===== src/rtl/morse_pkg.sv =====
// Shared types and timing constants for the Morse
// symbol sequencer.
package morse_pkg;

  typedef enum logic [1:0] {
    IDLE,
    MARK,
    SPACE,
    GAP
  } state_e;

  localparam int LEN_W = 3;
  localparam int PAT_W = 6;

  localparam logic [2:0] DOT_UNITS        = 3'd1;
  localparam logic [2:0] DASH_UNITS       = 3'd3;
  localparam logic [2:0] SYM_GAP_UNITS    = 3'd1;
  localparam logic [2:0] CHAR_GAP_UNITS   = 3'd3;
  localparam logic [2:0] WORD_EXTRA_UNITS = 3'd4;

  localparam logic [LEN_W-1:0] MAX_SYMBOLS = 3'd6;

  function automatic logic [2:0] sym_units(
    input logic dash
  );
    return dash ? DASH_UNITS : DOT_UNITS;
  endfunction

endpackage


===== src/rtl/morse_unit_tick.sv =====
// Unit prescaler: counts 0..UNIT_CYCLES-1 while
// enabled and ticks on the terminal count.
module morse_unit_tick #(
  parameter int UNIT_CYCLES = 500000
) (
  input  logic clk,
  input  logic rst_n,
  input  logic en,
  input  logic clr,
  output logic tick
);

  localparam int CW =
    (UNIT_CYCLES > 1) ? $clog2(UNIT_CYCLES) : 1;
  localparam logic [CW-1:0] TERM =
    CW'(UNIT_CYCLES - 1);

  logic [CW-1:0] cnt_q;
  logic [CW-1:0] cnt_d;

  assign tick = en && (cnt_q == TERM);

  always_comb begin
    cnt_d = cnt_q;
    if (clr || tick) begin
      cnt_d = '0;
    end else if (en) begin
      cnt_d = cnt_q + CW'(1);
    end
  end

  always_ff @(posedge clk or negedge rst_n) begin
    if (!rst_n) begin
      cnt_q <= '0;
    end else begin
      cnt_q <= cnt_d;
    end
  end

endmodule


===== src/rtl/morse_symbol_sequencer.sv =====
// Sequences one Morse character (dots/dashes) onto
// the key line using unit timing.
module morse_symbol_sequencer
  import morse_pkg::*;
#(
  parameter int UNIT_CYCLES = 500000
) (
  input  logic             clk,
  input  logic             rst_n,
  input  logic             ena,
  input  logic             char_valid,
  output logic             char_ready,
  input  logic [LEN_W-1:0] char_len,
  input  logic [PAT_W-1:0] char_pat,
  output logic             key_out,
  output logic             busy,
  output logic             done
);

  state_e           state_q, state_d;
  logic [2:0]       units_q, units_d;
  logic [2:0]       idx_q, idx_d;
  logic [LEN_W-1:0] len_q, len_d;
  logic [PAT_W-1:0] pat_q, pat_d;
  logic             done_q, done_d;

  logic             accept;
  logic             tick;
  logic             gap_end;
  logic [2:0]       idx_nxt;
  logic [LEN_W-1:0] len_clamp;

  assign busy       = (state_q != IDLE);
  assign char_ready = ena && (state_q == IDLE);
  assign accept     = char_valid && char_ready;
  assign key_out    = ena && (state_q == MARK);
  assign done       = ena && done_q;
  assign idx_nxt    = idx_q + 3'd1;
  assign len_clamp  =
    (char_len > MAX_SYMBOLS) ? MAX_SYMBOLS : char_len;

  morse_unit_tick #(
    .UNIT_CYCLES(UNIT_CYCLES)
  ) u_tick (
    .clk  (clk),
    .rst_n(rst_n),
    .en   (ena && busy),
    .clr  (accept),
    .tick (tick)
  );

  always_comb begin
    state_d = state_q;
    units_d = units_q;
    idx_d   = idx_q;
    len_d   = len_q;
    pat_d   = pat_q;
    gap_end = 1'b0;
    if (accept) begin
      len_d = len_clamp;
      pat_d = char_pat;
      idx_d = 3'd0;
      if (len_clamp == '0) begin
        state_d = GAP;
        units_d = WORD_EXTRA_UNITS;
      end else begin
        state_d = MARK;
        units_d = sym_units(char_pat[0]);
      end
    end else if (tick) begin
      if (units_q != 3'd1) begin
        units_d = units_q - 3'd1;
      end else begin
        unique case (state_q)
          MARK: begin
            if (idx_nxt < len_q) begin
              state_d = SPACE;
              units_d = SYM_GAP_UNITS;
            end else begin
              state_d = GAP;
              units_d = CHAR_GAP_UNITS;
            end
          end
          SPACE: begin
            idx_d   = idx_nxt;
            state_d = MARK;
            units_d = sym_units(pat_q[idx_nxt]);
          end
          GAP: begin
            state_d = IDLE;
            gap_end = 1'b1;
          end
          default: state_d = IDLE;
        endcase
      end
    end
    // done is held through a pause so it is not lost
    done_d = ena ? gap_end : done_q;
  end

  always_ff @(posedge clk or negedge rst_n) begin
    if (!rst_n) begin
      state_q <= IDLE;
      units_q <= '0;
      idx_q   <= '0;
      len_q   <= '0;
      pat_q   <= '0;
      done_q  <= 1'b0;
    end else begin
      state_q <= state_d;
      units_q <= units_d;
      idx_q   <= idx_d;
      len_q   <= len_d;
      pat_q   <= pat_d;
      done_q  <= done_d;
    end
  end

endmodule


===== config.mk =====
export PLATFORM = sky130hd
export DESIGN_NAME = morse_symbol_sequencer
export DESIGN_NICKNAME = d
export VERILOG_FILES = /design/src/rtl/morse_pkg.sv /design/src/rtl/morse_unit_tick.sv /design/src/rtl/morse_symbol_sequencer.sv
export SDC_FILE = /design/constraint.sdc
export NUM_CORES = 1
export LEC_CHECK = 0
export CORE_MARGIN = 2
export CORE_UTILIZATION = 39
export CTS_BUF_LIST = sky130_fd_sc_hd__clkbuf_8
export CTS_CLUSTER_SIZE = 10
export DETAILED_ROUTE_END_ITERATION = 10
export SLEW_MARGIN = 20
export SYNTH_ARGS = -nofsm -noshare
export SYNTH_HDL_FRONTEND = slang
export SYNTH_SLANG_ARGS = --single-unit
export TNS_END_PERCENT = 1

===== constraint.sdc =====
create_clock -name clk -period 2.3 [get_ports clk]
set_input_delay 0.345 -clock clk [delete_from_list [all_inputs] [get_ports clk]]
set_output_delay 0.345 -clock clk [all_outputs]
set_load 0.01 [all_outputs]

---- Yosys cells after proc, flatten, opt, wreduce, memory -nomap -nowiden ----
Index checks and enable logic that the tools add are counted.
W data, S select, Z words.
cells by class
  add/subtract/negate cells ............... 3
  magnitude comparators ................... 3
  equality and inequality tests ........... 6
  multiplexer cells ....................... 27
  reduce and logical (&&, ||, !) cells .... 17
operators with widths
  operator                 count
  $mux W19                 2
  $mux W3                  9
  $add A19 B1 Y19 const B  1
  $eq A19 B19 Y1 const B   1
  $mux W2                  7
  $reduce_bool A2 Y1       4
  $logic_and A1 B1 Y1      6
  $mux W1                  6
  $pmux W3 S2              1
  $eq A2 B2 Y1 const B     2
  $lt A3 B4 Y1 const B     1
  $pmux W2 S2              1
  $reduce_and A2 Y1        2
  $reduce_bool A4 Y1       1
  $add A3 B1 Y3 const B    1
  $bmux W1 S3              1
  $gt A3 B3 Y1 const B     1
  $logic_not A3 Y1         1
  $lt A3 B3 Y1             1
  $ne A3 B1 Y1 const B     1
  $reduce_and A3 Y1        1
  $sub A3 B1 Y3 const B    1
  $eq A2 B1 Y1 const B     1
  $logic_not A2 Y1         1
  2 further kinds          2
storage, ports and cells
  register bits ........................... 37
  input port bits ......................... 13
  output and inout bits ................... 4
  logic and storage cells ................. 63

---- Depth between registers and ports, before layout ----
  depth in word-level cells ............... 8
  mapped depth ............................ 8
  depth with buffers taken out ............ 7

---- Hierarchy ----
Synthesis repeated with hierarchy kept, for this count alone.
second synthesis, totals
  cell total of the unflattened synthesis .. 221
  area total of the unflattened synthesis .. 2070.7 µm²
by module, submodules not included
  module                  times used  cells an instance  area each (µm²)  seq. area each (µm²)
  morse_symbol_sequencer  1           119                1056.0           450.4
  morse_unit_tick         1           102                1014.7           475.5

---- Worst setup path after synthesis ----
Ideal clock, no wire load.
  path type ............................... register -> register
  from .................................... register state_q[0]
  to ...................................... register units_q[0]
  setup time .............................. 0.120 ns
  data arrival time ....................... 1.875 ns
  data required time ...................... 2.180 ns
  setup slack ............................. 0.305 ns
  cell stages (with the launch flop) ...... 8
  path buffers ............................ 0
  clock period less this slack ............ 1.995 ns
  path through ............................ dfrtp_1 -> inv_1 -> ha_1 -> and4b_1 -> and4b_4 -> nand3_4 -> or3_1 -> a31o_2
on the way
  word-level cells in the longest chain between the ends .. 5
  elaborated cells on any way between the ends .. 15
  classes of those cells .................. eq/ne: 2; mux: 4; reduce/logical: 9
ends and longest elaborated chain
  item                                                 line                           source
  from (decl)                                          morse_symbol_sequencer.sv:20   state_e state_q, state_d;
  from (signal assigned)                               morse_symbol_sequencer.sv:110  state_q <= state_d;
  $eq A2 B2 Y1, or another cell as far along           morse_symbol_sequencer.sv:74   unique case (state_q)
  $pmux W3 S2, or another cell as far along            morse_symbol_sequencer.sv:74
  $mux W3, or another cell as far along                morse_symbol_sequencer.sv:71   if (units_q != 3'd1) begin
  $mux W3, or another cell as far along                morse_symbol_sequencer.sv:70   end else if (tick) begin
  $mux W3 / $reduce_and A2 Y1 (equally long branches)  n/a
  to (signal assigned)                                 morse_symbol_sequencer.sv:111  units_q <= units_d;
  to (decl)                                            morse_symbol_sequencer.sv:21   logic [2:0] units_q, units_d;
Several ways; a longest one is shown, not always the timed one. The select of a mux whose other input is x is not followed.
A chain may end at the register's enable or synchronous reset.

---- Worst setup path in the final report ----
Ends and elaborated chain as after synthesis.

==> results.tsv <==
stage	metric	value	unit
outcome	status	completed	
synthesis	register bit total from synthesis	37	
placement	Buffers on Ports	16	
clock_network	CTS tree	yes	
sta	Rel. slew slack	44.1	%
power	P_leak	1.11	nW
detailed_routing	1st-iter DRT viols	64	
sta	period utilisation layout	93.2	%
detailed_routing	drt total wl	4.05	mm
setup_path	Max FO, Critical Path	7	
floorplan	width of the chip	76.8	µm
power	Internal	0.00103	W
grt	Total GRT Usage	15.0	%
layout	antenna cells	0	
detailed_routing	WL per Instance	12.7	µm
synthesis	synthesized area	0.00207	mm²
clock_network	deepest clock path buffer count	2	
clock_network	Setup Buffers After CTS	0	
floorplan	Initial Util	40.4	%
grt	first-pass GRT wire length	7.28	mm
clock_network	CTS clock-pin slew for the worst setup and hold paths	80	ps
sta	fin. max-slew vios	0	
synthesis	async set-reset flop share out of synthesis	100	%
clock_network	Root Driver	clkbuf_8	
clock_network	Skew-Pair Late Insertion Delay	290	ps
placement	dpl cell area	0.00234	mm²
floorplan	Die Height	76.8	µm
setup_path	R2R setup slack	160	ps
detailed_routing	Residual DRC	0	
placement	DP Wirelength	2.95	mm
floorplan	Die ar.	0.00590	mm²
layout	Finished Cell Area	0.00242	mm²
layout	share of cells above drive strength 1	9.20	%
power	Reg power frac	54.7	%
synthesis	number of synthesized flops with an enable pin	0	
grt	largest net degree at the start of global routing	38	
floorplan	Cell Rows	26	
layout	P&R area growth vs syn	17.3	%
sta	Worst Skew	6.46	ps
detailed_routing	routed vias	1571	
power	Psw	0.000418	W
sta	Fin. Hold Viols	0	
grt	vias in the first global route	1594	
sta	RSZ-0062 raised after global routing	false	
placement	gpl congestion	0.804	
setup_path	Worst setup SP type	flip-flop	
layout	commonest cells after routing, fill and taps aside	nand2_1 (40), dfrtp_1 (37), nor2_1 (27)	
floorplan	Top Ports	17	
floorplan	core box area	0.00511	mm²
setup_path	Crit Path Class	reg2reg	
power	Max VDD drop	0.000381	V
grt	Overflow after GRT	0	
layout	Core Util, Final	47.5	%
clock_network	CTS buffer count	5	
sta	# setup viols final	0	
detailed_routing	Via density	4.91	
setup_path	Crit path required time	2480	ps
power	Clock Power Share	31.0	%
synthesis	synth warn	0	
detailed_routing	DR pass1 iterations	4	
synthesis	Avg Inst Size Synth	9.22	µm²
sta	setup TNS	0	ps
synthesis	Synth Net Count	246	
clock_network	htree depth	2	
synthesis	Post-Synthesis Cells	224	
setup_path	Setup crit end kind	flip-flop	
sta	min Tclk post-route	2140	ps
sta	f_max	0.467	GHz
synthesis	sequential area share after synthesis	44.8	%
synthesis	top_reg_cell synth	dfrtp_1	
clock_network	post-cts resize count	0	
layout	Layout Nets	271	
power	Logic pwr share	14.3	%
layout	most common cell after layout, fill and taps aside	nand2_1	
clock_network	CTS Sinks	37	
setup_path	arrival time worst endpoint	2320	ps
synthesis	post-synth cell types	38	
job	max_cap viols	0	
grt	initial antenna violation count	0	
hold_path	Worst Hold Class	in2async	
power	power per cell area	598	mW/mm²
sta	Tightest Pin Transition	838	ps
clock_network	Hold-fix buffers, CTS	0	
power	Sw Share	28.8	%
detailed_routing	Routed Antenna Nets	0	
[power by group through the flow]
stage / clock, W / sequential [W] / combinational (W)
2_1_floorplan: 0 / 0.000788 / 0.000149
3_3_place_gp: 0 / 0.000805 / 0.000209
3_5_place_dp: 0 / 0.000805 / 0.000213
4_1_cts: 0.000468 / 0.000793 / 0.000214
5_1_grt: 0.000491 / 0.000802 / 0.000244
6_report: 0.000449 / 0.000793 / 0.000208
[critical path, stage by stage (launching register included)]
cell and delay [ps]:
dfrtp_1 380, inv_1 90, ha_1 270, and4b_1 320, and4b_4 300, nand3_4 90
or3_1 340, a31o_2 250
[metal layers]
| layer | global-route usage [%] | routed length (µm) |
|---|---|---|
| met1 | 20.8 | 2120 |
| met2 | 23.9 | 1750 |
| met3 | 3.29 | 149 |
| met4 | 3.82 | 33 |
| met5 | 0 | 0 |
[through the flow]
step	worst slack, ps	std cells	total power, W	hold slack, ps
2_1_floorplan	305	224	0.000937	49.4
3_3_place_gp	130	312	0.00101	457
3_5_place_dp	106	312	0.00102	462
4_1_cts	152	320	0.00147	188
5_1_grt	49.4	320	0.00154	236
6_report	157	320	0.00145	159
[final cells by class]
class	instances	area, µm²
fill	514	2680
multi-input combinational	171	1080
sequential	37	926
timing repair buffer	22	200
tap	70	87.6
clock buffer	5	68.8
inverter	12	45.0
clock inverter	3	17.5
[registers in the layout, indices dropped and copies added, names as in the netlist]
| name | cells |
|---|---|
| state_q | 2 |
| len_q | 3 |
| done_q | 1 |
| pat_q | 6 |
| u_tick.cnt_q | 19 |
| idx_q | 3 |
| units_q | 3 |
[final timing paths]
path,start,endpoint,cells after the start
max,state_q[0]$_DFFE_PN0P_,units_q[0]$_DFFE_PN0P_,7
min,rst_n,idx_q[0]$_DFFE_PN0P_,1
max reg2reg,state_q[0]$_DFFE_PN0P_,units_q[0]$_DFFE_PN0P_,7
min reg2reg,pat_q[4]$_DFFE_PN0N_,pat_q[4]$_DFFE_PN0N_,2
max in group asynchronous,rst_n,u_tick.cnt_q[6]$_DFFE_PN0P_,1
min in group clk,pat_q[4]$_DFFE_PN0N_,pat_q[4]$_DFFE_PN0N_,2
[kinds of logic (layout without fill, tap and decap cells)]
logic type	Yosys count	after routing	synth area share, %
AND/OR/NAND/NOR	116	116	29.0
flip-flops	37	37	44.8
AO/OA/AOI/OAI	21	21	6.18
XOR/XNOR	20	20	8.48
buffers and inverters	16	42	2.97
adder cells (fa/ha/maj)	10	10	5.94
multiplexers	4	4	2.60
[cell usage after synthesis, types with 2 or more instances]
| cell type | count | area, µm² |
|---|---|---|
| nor3_1 | 9 | 45.0 |
| a21oi_1 | 7 | 35.0 |
| and4_1 | 2 | 17.5 |
| mux2i_1 | 2 | 20.0 |
| clkbuf_1 | 3 | 11.3 |
| nand2_1 | 40 | 150 |
| xor2_1 | 7 | 61.3 |
| inv_1 | 12 | 45.0 |
| dfrtp_1 | 37 | 926 |
| a31oi_1 | 2 | 12.5 |
| or4_1 | 3 | 22.5 |
| nand3_1 | 7 | 35.0 |
| nand2b_1 | 2 | 12.5 |
| xnor2_1 | 13 | 114 |
| and3_1 | 4 | 25.0 |
| nor2b_1 | 3 | 18.8 |
| o21ai_0 | 6 | 30.0 |
| ha_1 | 9 | 113 |
| nand3b_1 | 2 | 15.0 |
| or3_1 | 2 | 12.5 |
| nand4_1 | 3 | 18.8 |
| and4bb_2 | 2 | 25.0 |
| nor2_1 | 27 | 101 |
| and2_1 | 6 | 37.5 |
Note: power is estimated with default switching activity, not from simulation.
